[src/rtl/prra_pkg.sv]
// Shared types and helpers for the prra arbiter and its packet multiplexer.
package prra_pkg;

  typedef enum logic [1:0] {
    ARBITRATE = 2'd0,
    XFER      = 2'd1,
    RELEASE   = 2'd2
  } mux_state_e;

  localparam int unsigned ONEHOT_MAX_W = 32;

  // True when exactly one bit is set; narrower vectors are zero-extended by the caller.
  function automatic logic is_onehot(input logic [ONEHOT_MAX_W-1:0] v);
    return (v != '0) && ((v & (v - ONEHOT_MAX_W'(1))) == '0);
  endfunction

endpackage

[src/rtl/prra_pkt_mux_sel.sv]
// Grant consistency check and lock-indexed selection of the source beat.
module prra_pkt_mux_sel
  import prra_pkg::*;
#(
  parameter int unsigned WIDTH      = 4,
  parameter int unsigned LOG2_WIDTH = $clog2(WIDTH),
  parameter int unsigned DATA_WIDTH = 32
) (
  input  logic [WIDTH-1:0]            in_valid,
  input  logic [WIDTH*DATA_WIDTH-1:0] in_data,
  input  logic [WIDTH-1:0]            in_last,
  input  logic [LOG2_WIDTH-1:0]       lock,
  input  logic [LOG2_WIDTH-1:0]       arb_state,
  input  logic [WIDTH-1:0]            arb_grant,
  output logic                        grant_ok_c,
  output logic                        sel_valid_c,
  output logic                        sel_last_c,
  output logic [DATA_WIDTH-1:0]       sel_data_c
);

  logic state_valid;

  always_comb begin
    sel_valid_c = 1'b0;
    sel_last_c  = 1'b0;
    sel_data_c  = '0;
    state_valid = 1'b0;
    for (int i = 0; i < WIDTH; i++) begin
      if (lock == LOG2_WIDTH'(i)) begin
        sel_valid_c = in_valid[i];
        sel_last_c  = in_last[i];
        sel_data_c  = in_data[i*DATA_WIDTH +: DATA_WIDTH];
      end
      if (arb_state == LOG2_WIDTH'(i)) begin
        state_valid = in_valid[i];
      end
    end
    // Grant is usable only if one-hot, agreeing with arb_state, and that source still wants it.
    grant_ok_c = is_onehot(ONEHOT_MAX_W'(arb_grant))
               && (arb_grant == (WIDTH'(1) << arb_state))
               && state_valid;
  end

endmodule

[src/rtl/prra_pkt_mux.sv]
// N-to-1 packet multiplexer driven by the prra arbiter: locks the granted source
// until end-of-packet and forwards beats through a registered valid/ready output.
module prra_pkt_mux
  import prra_pkg::*;
#(
  parameter int unsigned WIDTH       = 4,
  parameter int unsigned LOG2_WIDTH  = $clog2(WIDTH),
  parameter int unsigned DATA_WIDTH  = 32,
  parameter int unsigned ARB_LATENCY = 3
) (
  input  logic                        clk,
  input  logic                        srst,
  input  logic [WIDTH-1:0]            in_valid,
  input  logic [WIDTH*DATA_WIDTH-1:0] in_data,
  input  logic [WIDTH-1:0]            in_last,
  output logic [WIDTH-1:0]            in_ready,
  output logic [WIDTH-1:0]            arb_request,
  input  logic [LOG2_WIDTH-1:0]       arb_state,
  input  logic [WIDTH-1:0]            arb_grant,
  output logic                        out_valid,
  output logic [DATA_WIDTH-1:0]       out_data,
  output logic                        out_last,
  output logic [LOG2_WIDTH-1:0]       out_src,
  input  logic                        out_ready
);

  localparam int unsigned CNT_W = (ARB_LATENCY < 1) ? 1 : $clog2(ARB_LATENCY + 1);

  mux_state_e              state_q, state_d;
  logic [LOG2_WIDTH-1:0]   lock_q, lock_d;
  logic [CNT_W-1:0]        cnt_q, cnt_d;
  logic [WIDTH-1:0]        arb_request_d;
  logic [WIDTH-1:0]        lock_mask;
  logic                    out_valid_d;
  logic [DATA_WIDTH-1:0]   out_data_d;
  logic                    out_last_d;
  logic [LOG2_WIDTH-1:0]   out_src_d;
  logic                    out_free;
  logic                    beat_acc;

  logic                    grant_ok_c;
  logic                    sel_valid_c;
  logic                    sel_last_c;
  logic [DATA_WIDTH-1:0]   sel_data_c;

  prra_pkt_mux_sel #(
    .WIDTH      (WIDTH),
    .LOG2_WIDTH (LOG2_WIDTH),
    .DATA_WIDTH (DATA_WIDTH)
  ) u_sel (
    .in_valid    (in_valid),
    .in_data     (in_data),
    .in_last     (in_last),
    .lock        (lock_q),
    .arb_state   (arb_state),
    .arb_grant   (arb_grant),
    .grant_ok_c  (grant_ok_c),
    .sel_valid_c (sel_valid_c),
    .sel_last_c  (sel_last_c),
    .sel_data_c  (sel_data_c)
  );

  always_ff @(posedge clk) begin
    if (srst) begin
      state_q     <= ARBITRATE;
      lock_q      <= '0;
      cnt_q       <= '0;
      arb_request <= '0;
      out_valid   <= 1'b0;
      out_data    <= '0;
      out_last    <= 1'b0;
      out_src     <= '0;
    end else begin
      state_q     <= state_d;
      lock_q      <= lock_d;
      cnt_q       <= cnt_d;
      arb_request <= arb_request_d;
      out_valid   <= out_valid_d;
      out_data    <= out_data_d;
      out_last    <= out_last_d;
      out_src     <= out_src_d;
    end
  end

  always_comb begin
    state_d     = state_q;
    lock_d      = lock_q;
    cnt_d       = cnt_q;
    in_ready    = '0;
    beat_acc    = 1'b0;
    out_valid_d = out_valid;
    out_data_d  = out_data;
    out_last_d  = out_last;
    out_src_d   = out_src;
    out_free    = !out_valid || out_ready;

    case (state_q)
      ARBITRATE: begin
        if (grant_ok_c) begin
          lock_d  = arb_state;
          state_d = XFER;
        end
      end
      XFER: begin
        if (sel_valid_c && out_free && !srst) begin
          in_ready = WIDTH'(1) << lock_q;
          beat_acc = 1'b1;
        end
        if (beat_acc && sel_last_c) begin
          state_d = RELEASE;
          cnt_d   = CNT_W'(ARB_LATENCY);
        end
      end
      RELEASE: begin
        // Wait out the arbiter's stale grant before listening to it again.
        if (cnt_q <= CNT_W'(1)) begin
          state_d = ARBITRATE;
          cnt_d   = '0;
        end else begin
          cnt_d = cnt_q - CNT_W'(1);
        end
      end
      default: state_d = ARBITRATE;
    endcase

    if (beat_acc) begin
      out_valid_d = 1'b1;
      out_data_d  = sel_data_c;
      out_last_d  = sel_last_c;
      out_src_d   = lock_q;
    end else if (out_ready) begin
      out_valid_d = 1'b0;
    end

    // Request is registered against the next state so it tracks lock/release edges exactly.
    lock_mask = WIDTH'(1) << lock_d;
    case (state_d)
      XFER:    arb_request_d = in_valid | lock_mask;
      RELEASE: arb_request_d = in_valid & ~lock_mask;
      default: arb_request_d = in_valid;
    endcase
  end

endmodule
[config.mk]
export PLATFORM = sky130hd
export DESIGN_NAME = prra_pkt_mux
export DESIGN_NICKNAME = d
export VERILOG_FILES = /design/src/rtl/prra_pkg.sv /design/src/rtl/prra_pkt_mux_sel.sv /design/src/rtl/prra_pkt_mux.sv
export SDC_FILE = /design/constraint.sdc
export NUM_CORES = 1
export LEC_CHECK = 0
export ABC_AREA = 1
export ABC_CLOCK_PERIOD_IN_PS = 2300
export CORE_MARGIN = 3
export CORE_UTILIZATION = 25
export DETAILED_ROUTE_END_ITERATION = 10
export GPL_ROUTABILITY_DRIVEN = 0
export PLACE_DENSITY_LB_ADDON = 0.08
export SYNTH_ARGS = -nofsm -noshare
export SYNTH_HDL_FRONTEND = slang
export SYNTH_SLANG_ARGS = --single-unit
[constraint.sdc]
create_clock -name clk -period 2.3 [get_ports clk]
set_clock_uncertainty 0.05 [all_clocks]
set_input_delay 0.46 -clock clk [delete_from_list [all_inputs] [get_ports clk]]
set_output_delay 0.46 -clock clk [all_outputs]
set_load 0.005 [all_outputs]
# After elaboration in Yosys (flattened, before gate mapping)
# Index checks and enable logic that the tools add are counted.
# word_totals
register_bits	46
inputBits	145
out_inout_bits	44
elab_cells	80
# classes
add_sub_neg	2
order_cmp	1
n_eq_ne	12
n_shift	3
n_mux	33
bitwise	4
n_reduce_logical	17
# op_table
cell	n
two-way mux 32 bit	4
AND 4 x 32 -> 32 bit	1
zero test 32 bit	1
two-way mux 1 bit	17
two-way mux 2 bit	7
== test 2 bit (second input constant)	6
left shift 1 x 2 -> 4 bit (first input constant)	3
== test 2 x 1 -> 1 bit (second input constant)	4
two-way mux 4 bit	2
case mux 4 bit (2 select lines)	1
logical AND 1 bit	6
zero test 2 bit	3
case mux 2 bit (3 select lines)	1
subtractor 4 x 1 -> 5 bit (second input constant)	1
AND 4 bit	1
== test 4 bit	1
NOT 4 bit	1
OR 4 bit	1
case mux 2 bit (2 select lines)	1
nonzero test 2 bit	2
nonzero test 4 bit	1
<= comparator 2 x 1 -> 1 bit (second input constant)	1
zero test 1 bit	2
inequality test 2 bit (second input constant)	1
other kinds (3)	3

# Logic depth before layout (Yosys ltp)
# depth
word_depth	14
depth_mapped	17
ltp_nobuf	16

# Cells and area by module
# Synthesis repeated with hierarchy kept, for this count alone.
# unflattened
cells_unflattened	461
area_unflattened_um2	2795.2
# modules_own_cells
mod	instances	cells_per_inst	area_per_inst_um2	seq_area_each_um2
prra_pkt_mux	1	248	1851.8	920.9
prra_pkt_mux_sel	1	213	943.4	0.0

# Worst setup path after synthesis
# OpenSTA, ideal clock, no wires.
# synth_path
path_type	input to register
start	input srst
end	register arb_request[0]
setup_time_ns	0.115
arrival_time_ns	2.001
required_ns	2.135
path_slack_ns	0.134
cell_stages	10
path_buffers	1
cell_sequence	buf_1 > a211oi_1 > nand2_2 > nor2_8 > nand2_2 > nand2_1 > ha_1 > or2_2 > a21oi_1 > nor2_1
# synth_via
elab_chain_len	9
word_cells_on_any_way	10
cone_classes	eq/ne (2); mux (5); reduce/logical (3)
# synth_rtl
item	line	source
start, declared	prra_pkt_mux.sv:12	input logic srst,
zero test 1 bit *	prra_pkt_mux.sv:105	if (sel_valid_c && out_free && !srst) begin
logical AND 1 bit *	prra_pkt_mux.sv:105	
two-way mux 1 bit *	prra_pkt_mux.sv:105	
two-way mux 1 bit *	prra_pkt_mux.sv:97	case (state_q)
logical AND 1 bit *	prra_pkt_mux.sv:109	if (beat_acc && sel_last_c) begin
two-way mux 2 bit *	prra_pkt_mux.sv:109	
case mux 2 bit (3 select lines) *	prra_pkt_mux.sv:97	
via state_d[1]	prra_pkt_mux.sv:29	mux_state_e state_q, state_d;
== test 2 bit or == test 2 x 1 -> 1 bit (tied branches)	prra_pkt_mux.sv:137	case (state_d)
case mux 4 bit (2 select lines) *	prra_pkt_mux.sv:137	
end signal, assigned	prra_pkt_mux.sv:77	arb_request <= arb_request_d;
end, declared	prra_pkt_mux.sv:17	output logic [WIDTH-1:0] arb_request,
# Mark *: on every way through the listed nets, which the timed path passes. The rest lies on a longest branch. The select of a mux whose other input is x is not followed.
# A chain may end at the register's enable or synchronous reset.

# Worst setup path in the final report
# layout_path
start	register lock_q[1]
end	register arb_request[0]
# layout_via
elab_chain_len	14
word_cells_on_any_way	28
cone_classes	eq/ne (5); shift (1); mux (15); bitwise (3); reduce/logical (4)
# layout_rtl
item	line	source
start, declared	prra_pkt_mux.sv:30	logic [LOG2_WIDTH-1:0] lock_q, lock_d;
start signal, assigned	prra_pkt_mux.sv:75	lock_q <= lock_d;
zero test 2 bit	prra_pkt_mux_sel.sv:29	if (lock == LOG2_WIDTH'(i)) begin
two-way mux 1 bit (4 in a row)	prra_pkt_mux_sel.sv:29	
logical AND 1 bit (2 in a row)	prra_pkt_mux.sv:105	
two-way mux 1 bit	prra_pkt_mux.sv:105	
two-way mux 1 bit	prra_pkt_mux.sv:97	
logical AND 1 bit *	prra_pkt_mux.sv:109	
two-way mux 2 bit *	prra_pkt_mux.sv:109	
case mux 2 bit (3 select lines) *	prra_pkt_mux.sv:97	
via state_d[1]	prra_pkt_mux.sv:29	
== test 2 bit or == test 2 x 1 -> 1 bit (tied branches)	prra_pkt_mux.sv:137	
case mux 4 bit (2 select lines) *	prra_pkt_mux.sv:137	
# Marked as above.

==> run metrics <==
DRT antenna net count=0; internal power=between 0.0015 and 0.002 W; Die ar.=around 13,000 um^2; share of cells above drive strength 1=0.118; Synth cell types=28; clock tree sinks=46; most common cell after layout, fill and taps aside=nand2_1; power per cell area=between 300 and 400 nW/um^2; DRT iter0 DRCs=between 100 and 150; RSZ-0062 raised after global routing=no; CTS tree=done; Final setup viols=0; diodes inserted=0; DRC Markers=0; # rows=38; Sequential Area=923 um^2; Comb pwr share=0.224; Final nets=830; setup total negative slack=0 ns; initial core utilization=0.263; Syn Nets=627; final instance area=about 5300 um^2; Hold/Removal Path Class=register to register; Fillers=1,186; initial antenna violation count=0; critical path type=register to register; Seq/Total Area, Yosys=0.314; Vias/cell=about 4.6; cts hold-fix bufs=0; Yosys warnings=0; Clock power frac=0.364; Longest Clk Path Bufs=2; Worst slew margin=0.698; die height=roughly 110 um; CTS root buf=clkbuf_16; Critical Path AT=about 2.3 ns; PortBufs=188; multi-input gate area in the final layout=1770 um^2; leak pwr=approximately 2.2 nW; clock period minus worst slack=roughly 2.2 ns; CTS Buf Count=5; GRT Total Usage=0.166; clk_lat worst skew=~0.28 ns; Worst EP required=about 2.4 ns; Period Utilization, post-route=0.937; final hold vios=0; Cell Area, Synth=roughly 2900 um^2; Max Cap Violations=0; core area=11,100 um^2; Sw Pwr=0.000438 W; TritonRoute pass-1 iters=5; I/O Pins=between 150 and 200; WL/cell=about 14 um; CTS H-tree lvls=2; Max Slew Vio Count=0; Post-Route WL=11,600 um; outcome=finished clean; crit path launch type=register; Sequential Power Share=0.412; gate count of the mapped netlist=between 400 and 500; post-synth top area share=0.314; Seq cells post-synth=46; hpwl dp=between 8000 and 9000 um; Sw Share=0.224; largest net degree at the start of global routing=43; worst-margin pin slew=between 0.4 and 0.5 ns; f_max=roughly 460 MHz; largest cells by area after synthesis=dfxtp_1 (31%), nand2_1 (24%), nand3_1 (8.2%); CP Max Fanout=4; mean post-synth cell area=a little over 6 um^2; grt ovf=0; CP Capture Type=register; most area-hungry cell type in the Yosys netlist=dfxtp_1; number of global-route vias before repair=3,629; most frequent cells in the layout=nand2_1 (189), clkdlybuf4s50_1 (172), nand3_1 (48); worst vdd ir=between 200 and 250 uV; Worst-path clk slew=0.06 ns; Layout area overhead=80.5%; via count=3,794; global-route wire length before repair=approximately 18,000 um; Post-Place Cell Area=around 5100 um^2; Die Wd=approximately 110 um
metrics by stage:
stage / hold WS (ns) / utilization / setup WS, ns / power [W] / instances
after floorplan: 0.405 / - / 0.134 / 0.000956 / 480
after global placement: 0.399 / 0.454 / -0.459 / 0.00126 / 811
after detailed placement: 0.403 / 0.454 / -0.524 / 0.00126 / 811
after CTS: 0.412 / 0.473 / -0.00383 / 0.00199 / 823
after global routing: 0.426 / 0.475 / 0.00760 / 0.00206 / 824
final: 0.410 / 0.475 / 0.145 / 0.00196 / 824
final timing paths:
path	startpoint	to	slack, ns	depth (start not counted)
max reg2reg	lock_q[1]$_SDFF_PP0_	arb_request[0]$_SDFF_PP0_	0.15	14
min	out_data[31]$_SDFFE_PP0P_	out_data[31]$_SDFFE_PP0P_	0.41	2
max	lock_q[1]$_SDFF_PP0_	arb_request[0]$_SDFF_PP0_	0.15	14
min reg2reg	out_data[31]$_SDFFE_PP0P_	out_data[31]$_SDFFE_PP0P_	0.41	2
flip-flops by register name, indices dropped and copies added (netlist names):
register,cells
out_data,32
out_valid,1
lock_q,2
cnt_q,2
out_last,1
arb_request,4
out_src,2
state_q,2
critical path: stages, from the launching register on:
cell	delay, ns
dfxtp_2	0.34
nand2_1	0.10
inv_2	0.06
a211oi_2	0.23
nand2_2	0.13
nor2_8	0.14
buf_6	0.11
buf_4	0.11
nand2_4	0.05
nand2_4	0.07
inv_2	0.04
ha_1	0.17
or2_4	0.28
a21oi_2	0.12
nor2_1	0.05
Yosys cell counts:
library cell and number:
nor2_8 1, clkbuf_1 12, inv_1 21, buf_4 3, a221oi_1 14, o21ai_0 17
o22ai_1 1, clkinv_1 1, buf_1 2, a21oi_1 26, nor2_2 2, ha_1 2
or2_2 1, nand4_1 18, inv_2 6, o21ai_1 2, nor3_2 1, o21a_1 1
a21oi_2 1, nor2_1 41, nand2_2 5, nand3_1 48, buf_2 8, buf_6 6
a211oi_1 1, dfxtp_1 46, o21bai_1 2, nand2_1 191
routing by layer:
layer / vias to the layer above / global-route usage / part of all wire
li1: 1976 / - / -
met1: 1649 / 0.198 / 0.42
met2: 159 / 0.295 / 0.48
met3: 10 / 0.0513 / 0.096
met4: 0 / 0.0317 / 0.010
met5: - / 0 / 0
power groups by stage:
stage,clock (W),combinational [W],sequential [W]
6_report,0.000712,0.000437,0.000807
5_1_grt,0.000776,0.000478,0.000807
4_1_cts,0.000742,0.000441,0.000806
3_5_place_dp,0,0.000438,0.000824
3_3_place_gp,0,0.000437,0.000824
2_1_floorplan,0,0.000131,0.000825
layout make-up:
class	instances	share of cell area
sequential	46	0.175
multi-input combinational	375	0.335
clock inverter	1	0.000946
tap	140	0.0331
inverter	28	0.0199
clock buffer	7	0.0270
timing repair buffer	227	0.409
logic make-up after synthesis:
logic type,synth area share
AO/OA/AOI/OAI,0.134
buffers and inverters,0.0982
adder cells (fa/ha/maj),0.00854
flip-flops,0.314
AND/OR/NAND/NOR,0.445
what timing repair did:
item	CTS	global route
setup endpoints to repair	8	8
gates resized for setup	34	11
pin swaps	7	7
setup buffers	4	1
(Power assumes the default switching activity.)
